<file path="config.mk">
export PLATFORM = sky130hd
export DESIGN_NAME = mem_access_unit
export DESIGN_NICKNAME = d
export VERILOG_FILES = /design/src/rtl/mem_access_unit.sv
export SDC_FILE = /design/constraint.sdc
export NUM_CORES = 1
export LEC_CHECK = 0
export ABC_CLOCK_PERIOD_IN_PS = 1800
export BUFFER_PORTS_ARGS = -buffer_cell sky130_fd_sc_hd__buf_2
export CORE_MARGIN = 8
export CORE_UTILIZATION = 47
export DETAILED_ROUTE_END_ITERATION = 6
export GPL_TIMING_DRIVEN = 0
export PLACE_DENSITY = 0.87
export SYNTH_ARGS = -nofsm -noshare
export SYNTH_HDL_FRONTEND = slang
export SYNTH_SLANG_ARGS = --single-unit
</file>
<file path="constraint.sdc">
create_clock -name clk -period 1.8 [get_ports clk]
set_clock_uncertainty 0.2 [all_clocks]
set_input_delay 0.27 -clock clk [delete_from_list [all_inputs] [get_ports clk]]
set_output_delay 0.27 -clock clk [all_outputs]
set_load 0.02 [all_outputs]
</file>
<file path="src/rtl/mem_access_unit.sv">
// mem_access_unit: initiator-side load/store engine for the big-endian
// byte-addressed memory block. One request at a time: IDLE accepts and
// checks a request, ACCESS runs exactly one memory cycle, RESP holds the
// response until the consumer takes it.
// Optional build macro: MEM_ACCESS_ALIGN_CHECK_EN. When it is defined,
// misaligned half/word requests are rejected as errors. Otherwise they
// are passed to memory unchanged.
module mem_access_unit #(
  parameter logic [31:0] MEM_BASE = 32'h80020000,
  parameter logic [31:0] MEM_SIZE = 32'h00100000
) (
  input  logic        clk,
  input  logic        rst_n,
  // request channel
  input  logic        req_valid,
  output logic        req_ready,
  input  logic        req_write,
  input  logic [1:0]  req_size,
  input  logic        req_signed,
  input  logic [31:0] req_addr,
  input  logic [31:0] req_wdata,
  // response channel
  output logic        resp_valid,
  input  logic        resp_ready,
  output logic [31:0] resp_rdata,
  output logic        resp_err,
  // memory side
  output logic [31:0] mem_address,
  output logic [31:0] mem_data_in,
  output logic        mem_write,
  output logic [1:0]  mem_access_size,
  input  logic [31:0] mem_data_out
);

  typedef enum logic [1:0] {
    IDLE   = 2'd0,
    ACCESS = 2'd1,
    RESP   = 2'd2
  } state_t;

  state_t      state_reg, state_next;

  // Attributes of the accepted request that are needed after acceptance.
  logic        write_reg;
  logic        signed_reg;
  logic [1:0]  size_reg;

  // Registered memory-side outputs.
  logic [31:0] mem_address_reg;
  logic [31:0] mem_data_in_reg;
  logic [1:0]  mem_access_size_reg;
  logic        mem_write_reg;

  // Registered response.
  logic [31:0] resp_rdata_reg;
  logic        resp_err_reg;

  // Request legality
  logic [32:0] req_bytes;
  logic [32:0] req_first;
  logic [32:0] req_last;
  logic [32:0] region_lo;
  logic [32:0] region_hi;
  logic        size_ok;
  logic        range_ok;
  logic        align_ok;
  logic        req_legal;
  logic        accept;

  // Load extension
  logic [31:0] load_ext;

  // Legality check on the incoming request. The arithmetic is 33 bits
  // wide so an access that starts near 32'hFFFFFFFF cannot wrap back
  // into the legal window.
  always_comb begin
    req_bytes = 33'd4;
    case (req_size)
      2'b00:   req_bytes = 33'd1;
      2'b01:   req_bytes = 33'd2;
      default: req_bytes = 33'd4;
    endcase
    region_lo = {1'b0, MEM_BASE};
    region_hi = {1'b0, MEM_BASE} + {1'b0, MEM_SIZE} - 33'd1;
    req_first = {1'b0, req_addr};
    req_last  = req_first + req_bytes - 33'd1;
    size_ok   = (req_size != 2'b11);
    range_ok  = (req_first >= region_lo) && (req_last <= region_hi);
`ifdef MEM_ACCESS_ALIGN_CHECK_EN
    align_ok  = !((req_size == 2'b01) && req_addr[0]) &&
                !((req_size == 2'b10) && (req_addr[1:0] != 2'b00));
`else
    align_ok  = 1'b1;
`endif
    req_legal = size_ok && range_ok && align_ok;
  end

  assign accept = (state_reg == IDLE) && req_valid;

  // Extend right-aligned memory data to 32 bits. Lanes above the access
  // size are ignored.
  always_comb begin
    load_ext = mem_data_out;
    case (size_reg)
      2'b00:   load_ext = {{24{signed_reg & mem_data_out[7]}},  mem_data_out[7:0]};
      2'b01:   load_ext = {{16{signed_reg & mem_data_out[15]}}, mem_data_out[15:0]};
      default: load_ext = mem_data_out;
    endcase
  end

  // State register
  always_ff @(posedge clk or negedge rst_n) begin
    if (!rst_n) begin
      state_reg <= IDLE;
    end else begin
      state_reg <= state_next;
    end
  end

  // Next-state logic and handshake outputs
  always_comb begin
    state_next = state_reg;
    req_ready  = 1'b0;
    resp_valid = 1'b0;
    case (state_reg)
      IDLE: begin
        req_ready = 1'b1;
        if (req_valid) begin
          state_next = req_legal ? ACCESS : RESP;
        end
      end
      ACCESS: begin
        state_next = RESP;
      end
      RESP: begin
        resp_valid = 1'b1;
        if (resp_ready) begin
          state_next = IDLE;
        end
      end
      default: begin
        state_next = IDLE;
      end
    endcase
  end

  // Request capture and memory-side registers. Address, size and data
  // hold their last values when idle; only the write strobe is cleared.
  always_ff @(posedge clk or negedge rst_n) begin
    if (!rst_n) begin
      write_reg           <= 1'b0;
      signed_reg          <= 1'b0;
      size_reg            <= 2'b00;
      mem_address_reg     <= 32'd0;
      mem_data_in_reg     <= 32'd0;
      mem_access_size_reg <= 2'b00;
      mem_write_reg       <= 1'b0;
    end else begin
      if (accept && req_legal) begin
        write_reg           <= req_write;
        signed_reg          <= req_signed;
        size_reg            <= req_size;
        mem_address_reg     <= req_addr;
        mem_data_in_reg     <= req_wdata;
        mem_access_size_reg <= req_size;
        mem_write_reg       <= req_write;
      end else if (state_reg == ACCESS) begin
        mem_write_reg       <= 1'b0;
      end
    end
  end

  // Response registers: error on rejection, extended data at the end of
  // the memory cycle, error cleared when the consumer takes the response.
  always_ff @(posedge clk or negedge rst_n) begin
    if (!rst_n) begin
      resp_rdata_reg <= 32'd0;
      resp_err_reg   <= 1'b0;
    end else begin
      case (state_reg)
        IDLE: begin
          if (req_valid) begin
            resp_err_reg <= !req_legal;
            if (!req_legal) begin
              resp_rdata_reg <= 32'd0;
            end
          end
        end
        ACCESS: begin
          resp_err_reg   <= 1'b0;
          resp_rdata_reg <= write_reg ? 32'd0 : load_ext;
        end
        RESP: begin
          if (resp_ready) begin
            resp_err_reg <= 1'b0;
          end
        end
        default: begin
          resp_err_reg <= 1'b0;
        end
      endcase
    end
  end

  assign mem_address     = mem_address_reg;
  assign mem_data_in     = mem_data_in_reg;
  assign mem_access_size = mem_access_size_reg;
  assign mem_write       = mem_write_reg;
  assign resp_rdata      = resp_rdata_reg;
  assign resp_err        = resp_err_reg;

endmodule
</file>
==> flow_summary.json <==
{
  "outcome": "finished, violations left",
  "violations": "setup timing",
  "grt_max_degree": 75,
  "final_util_pct": 69.3,
  "cp.required_ns": 1.82,
  "cts_made_buffers": 9,
  "design_area_sq_um": 9620,
  "dieArea_sq_um": 18300,
  "max_stage_delay_ns": 0.44,
  "tightest_slew_ns": 0.892,
  "ant_nets": 0,
  "syn-mean-instance-area_sq_um": 10.7,
  "htree_levels": 3,
  "hold_violations": 0,
  "crit_path_start_kind": "primary input",
  "synth_cell_type_count": 62,
  "ff_latch_area_sq_um": 2600,
  "leakagePower_nw": 4.95,
  "nets": 1073,
  "power_mw": 10.9,
  "syn_to_final_growth_pct": 43.7,
  "setup_slack_ns": -2.21,
  "syn-num-nets": 780,
  "synth-async-reset-ratio_pct": 100,
  "overflow": 0,
  "place_hpwl_microns": 15200,
  "yosysWarnings": 0,
  "wl_per_cell_microns": 20.6,
  "final-setup-viol-count": 104,
  "holdCritPathClass": "in -> reg",
  "final_cell_mix": "buf_2, dfrtp_1, mux2_4",
  "finalWirelength_microns": 22700,
  "multi_input_area_sq_um": 4160,
  "relSlewSlack_pct": 40.1,
  "track_usage_pct": 23.6,
  "start_util_pct": 48.2,
  "grt_setup_unrepaired": "true",
  "drive_above_1_share_pct": 41.5,
  "hold_ws_ns": 0.00114,
  "dr.pass1.iters": 5,
  "drv_slew": 0,
  "final_common_cell": "buf_2",
  "fillCellCount": 898,
  "vias": 6267,
  "clk_latency_ns": 0.34,
  "worst-path-buf-inv": 6,
  "cts_tree": "done",
  "via_per_inst": 5.69,
  "clockRootBuffer": "clkbuf_16",
  "place_area_sq_um": 8260,
  "io_buffers": 205,
  "clk_pin_slew_worst_paths_ns": 0.07,
  "crit_path_end_kind": "flop",
  "die_x_microns": 135,
  "ys_ff_latch": 104,
  "vdd_drop_max_mv": 0.600,
  "cts_buffer_depth": 2,
  "grt_pass1_vias": 6448,
  "crit_chain": "buf_12 > or2_4 > ha_4 > inv_4 > ha_4 > inv_2 > fa_2 > nor2b_2 > o221ai_2 > a2111o_1 > buf_6 > a31oi_4 > xor2_1 > nand4_1 > nor4_2 > and4_4 > o211ai_4 > buf_6 > buf_12 > mux2_4",
  "fmax_mhz": 249,
  "seq_area_frac_synth_pct": 38.9,
  "finalCriticalPeriod_ns": 4.01,
  "core_area_sq_um": 13900,
  "remaining_drc_errors": 0,
  "p_per_area_nw_per_um2": 1130,
  "synthCells": 623,
  "drv_cap": 0,
  "crit_type": "in -> reg",
  "netlist_area_sq_um": 6700,
  "crit_arrival_ns": 4.03,
  "antenna_found_initial": 0,
  "path_max_fanout": 10,
  "ioPinCount": 206,
  "num_rows": 43,
  "die_height_microns": 135,
  "grt_pass1_wl_microns": 34800,
  "path_delay_family": "simple AND/OR/NAND/NOR gates",
  "period_share_pct": 223,
  "synth-edff-count": 0,
  "cts_sinks": 104,
  "drt_iter0_drc": 447,
  "gp_congestion": 0.895,
  "crit_slowest_cell": "a2111o_1",
  "ys.flop_type": "dfrtp_1"
}
[synthesized netlist by cell type, types with 12 or more instances]
cell	number	area, sq um
clkbuf_1	15	56.3
nor2b_1	34	213
dfrtp_1	104	2600
nor2_1	21	78.8
a22o_1	16	140
ha_1	52	651
inv_1	53	199
mux2_4	61	916
nand2b_1	12	75.1
a21oi_1	32	160
o21ai_0	24	120
o2bb2ai_1	17	149
nand2_1	25	93.8
[final timing paths]
| kind | cells past startpoint | startpoint | slack, ns | to |
|---|---|---|---|---|
| max | 20 | req_size[1] | -2.21 | mem_data_in[29]$_DFFE_PN0P_ |
| min | 2 | req_addr[8] | 0.001 | mem_address[8]$_DFFE_PN0P_ |
| max reg2reg | 6 | state_reg[1]$_DFFE_PN0P_ | -0.82 | resp_rdata[22]$_DFFE_PN0P_ |
| min reg2reg | 1 | resp_rdata[19]$_DFFE_PN0P_ | 0.30 | resp_rdata[19]$_DFFE_PN0P_ |
| max in group asynchronous | 3 | rst_n | 0.49 | state_reg[0]$_DFFE_PN0P_ |
| min in group asynchronous | 2 | rst_n | 0.20 | resp_rdata[16]$_DFFE_PN0P_ |
[per-stage QoR]
stage	worst slack, ns	TNS (ns)	cells
CTS	-2.27	-227.03	1095
global placement	-2.72	-354.53	1008
detailed placement	-2.76	-273.14	1009
finish	-2.21	-222.34	1102
floorplan	-2.10	-207.93	623
global route	-2.34	-235.31	1101
[where the power goes]
group          switching (mW)  total, mW  leakage [nW]  internal (mW)
sequential              0.545       3.70          1.34           3.15
clock                   0.942       2.05         0.154           1.11
combinational            2.83       5.16          3.45           2.33
[area by class of cell]
type / count / area share [%]
inverters: 53 / 2.22
multi-input cells: 444 / 43.2
diodes: 1 / 0.0260
plain buffers: 22 / 2.30
well taps: 180 / 2.34
clock buffers: 9 / 2.34
repair buffers: 282 / 19.6
clock inverters: 7 / 0.897
flip-flops and latches: 104 / 27.1
[layer usage]
metal  part of all wire [%]  global-route usage (%)
met5                      0                       0
met4                    2.5                    7.40
met3                    6.8                    4.60
met2                     54                    44.3
met1                     37                    26.0
[cells by family after synthesis]
group | count (synthesis) | synth area share (%)
muxes | 71 | 15.3
xor gates and xnor gates | 5 | 0.654
adders and majority gates | 53 | 10.0
buffers and inverters | 76 | 5.06
AOI/OAI and AO/OA | 154 | 16.4
DFF | 104 | 38.9
and+or+nand+nor | 160 | 13.7
[repair_timing]
item                                    in CTS  in global routing
setup buffers                                8                  6
cloned                                       4                  2
pin swaps                                   12                 21
hold buffers                                58                  0
endpoints found under the setup margin     105                106
resized for setup                           35                 26
hold endpoints to repair                    88                  0
(Power assumes the default switching activity.)
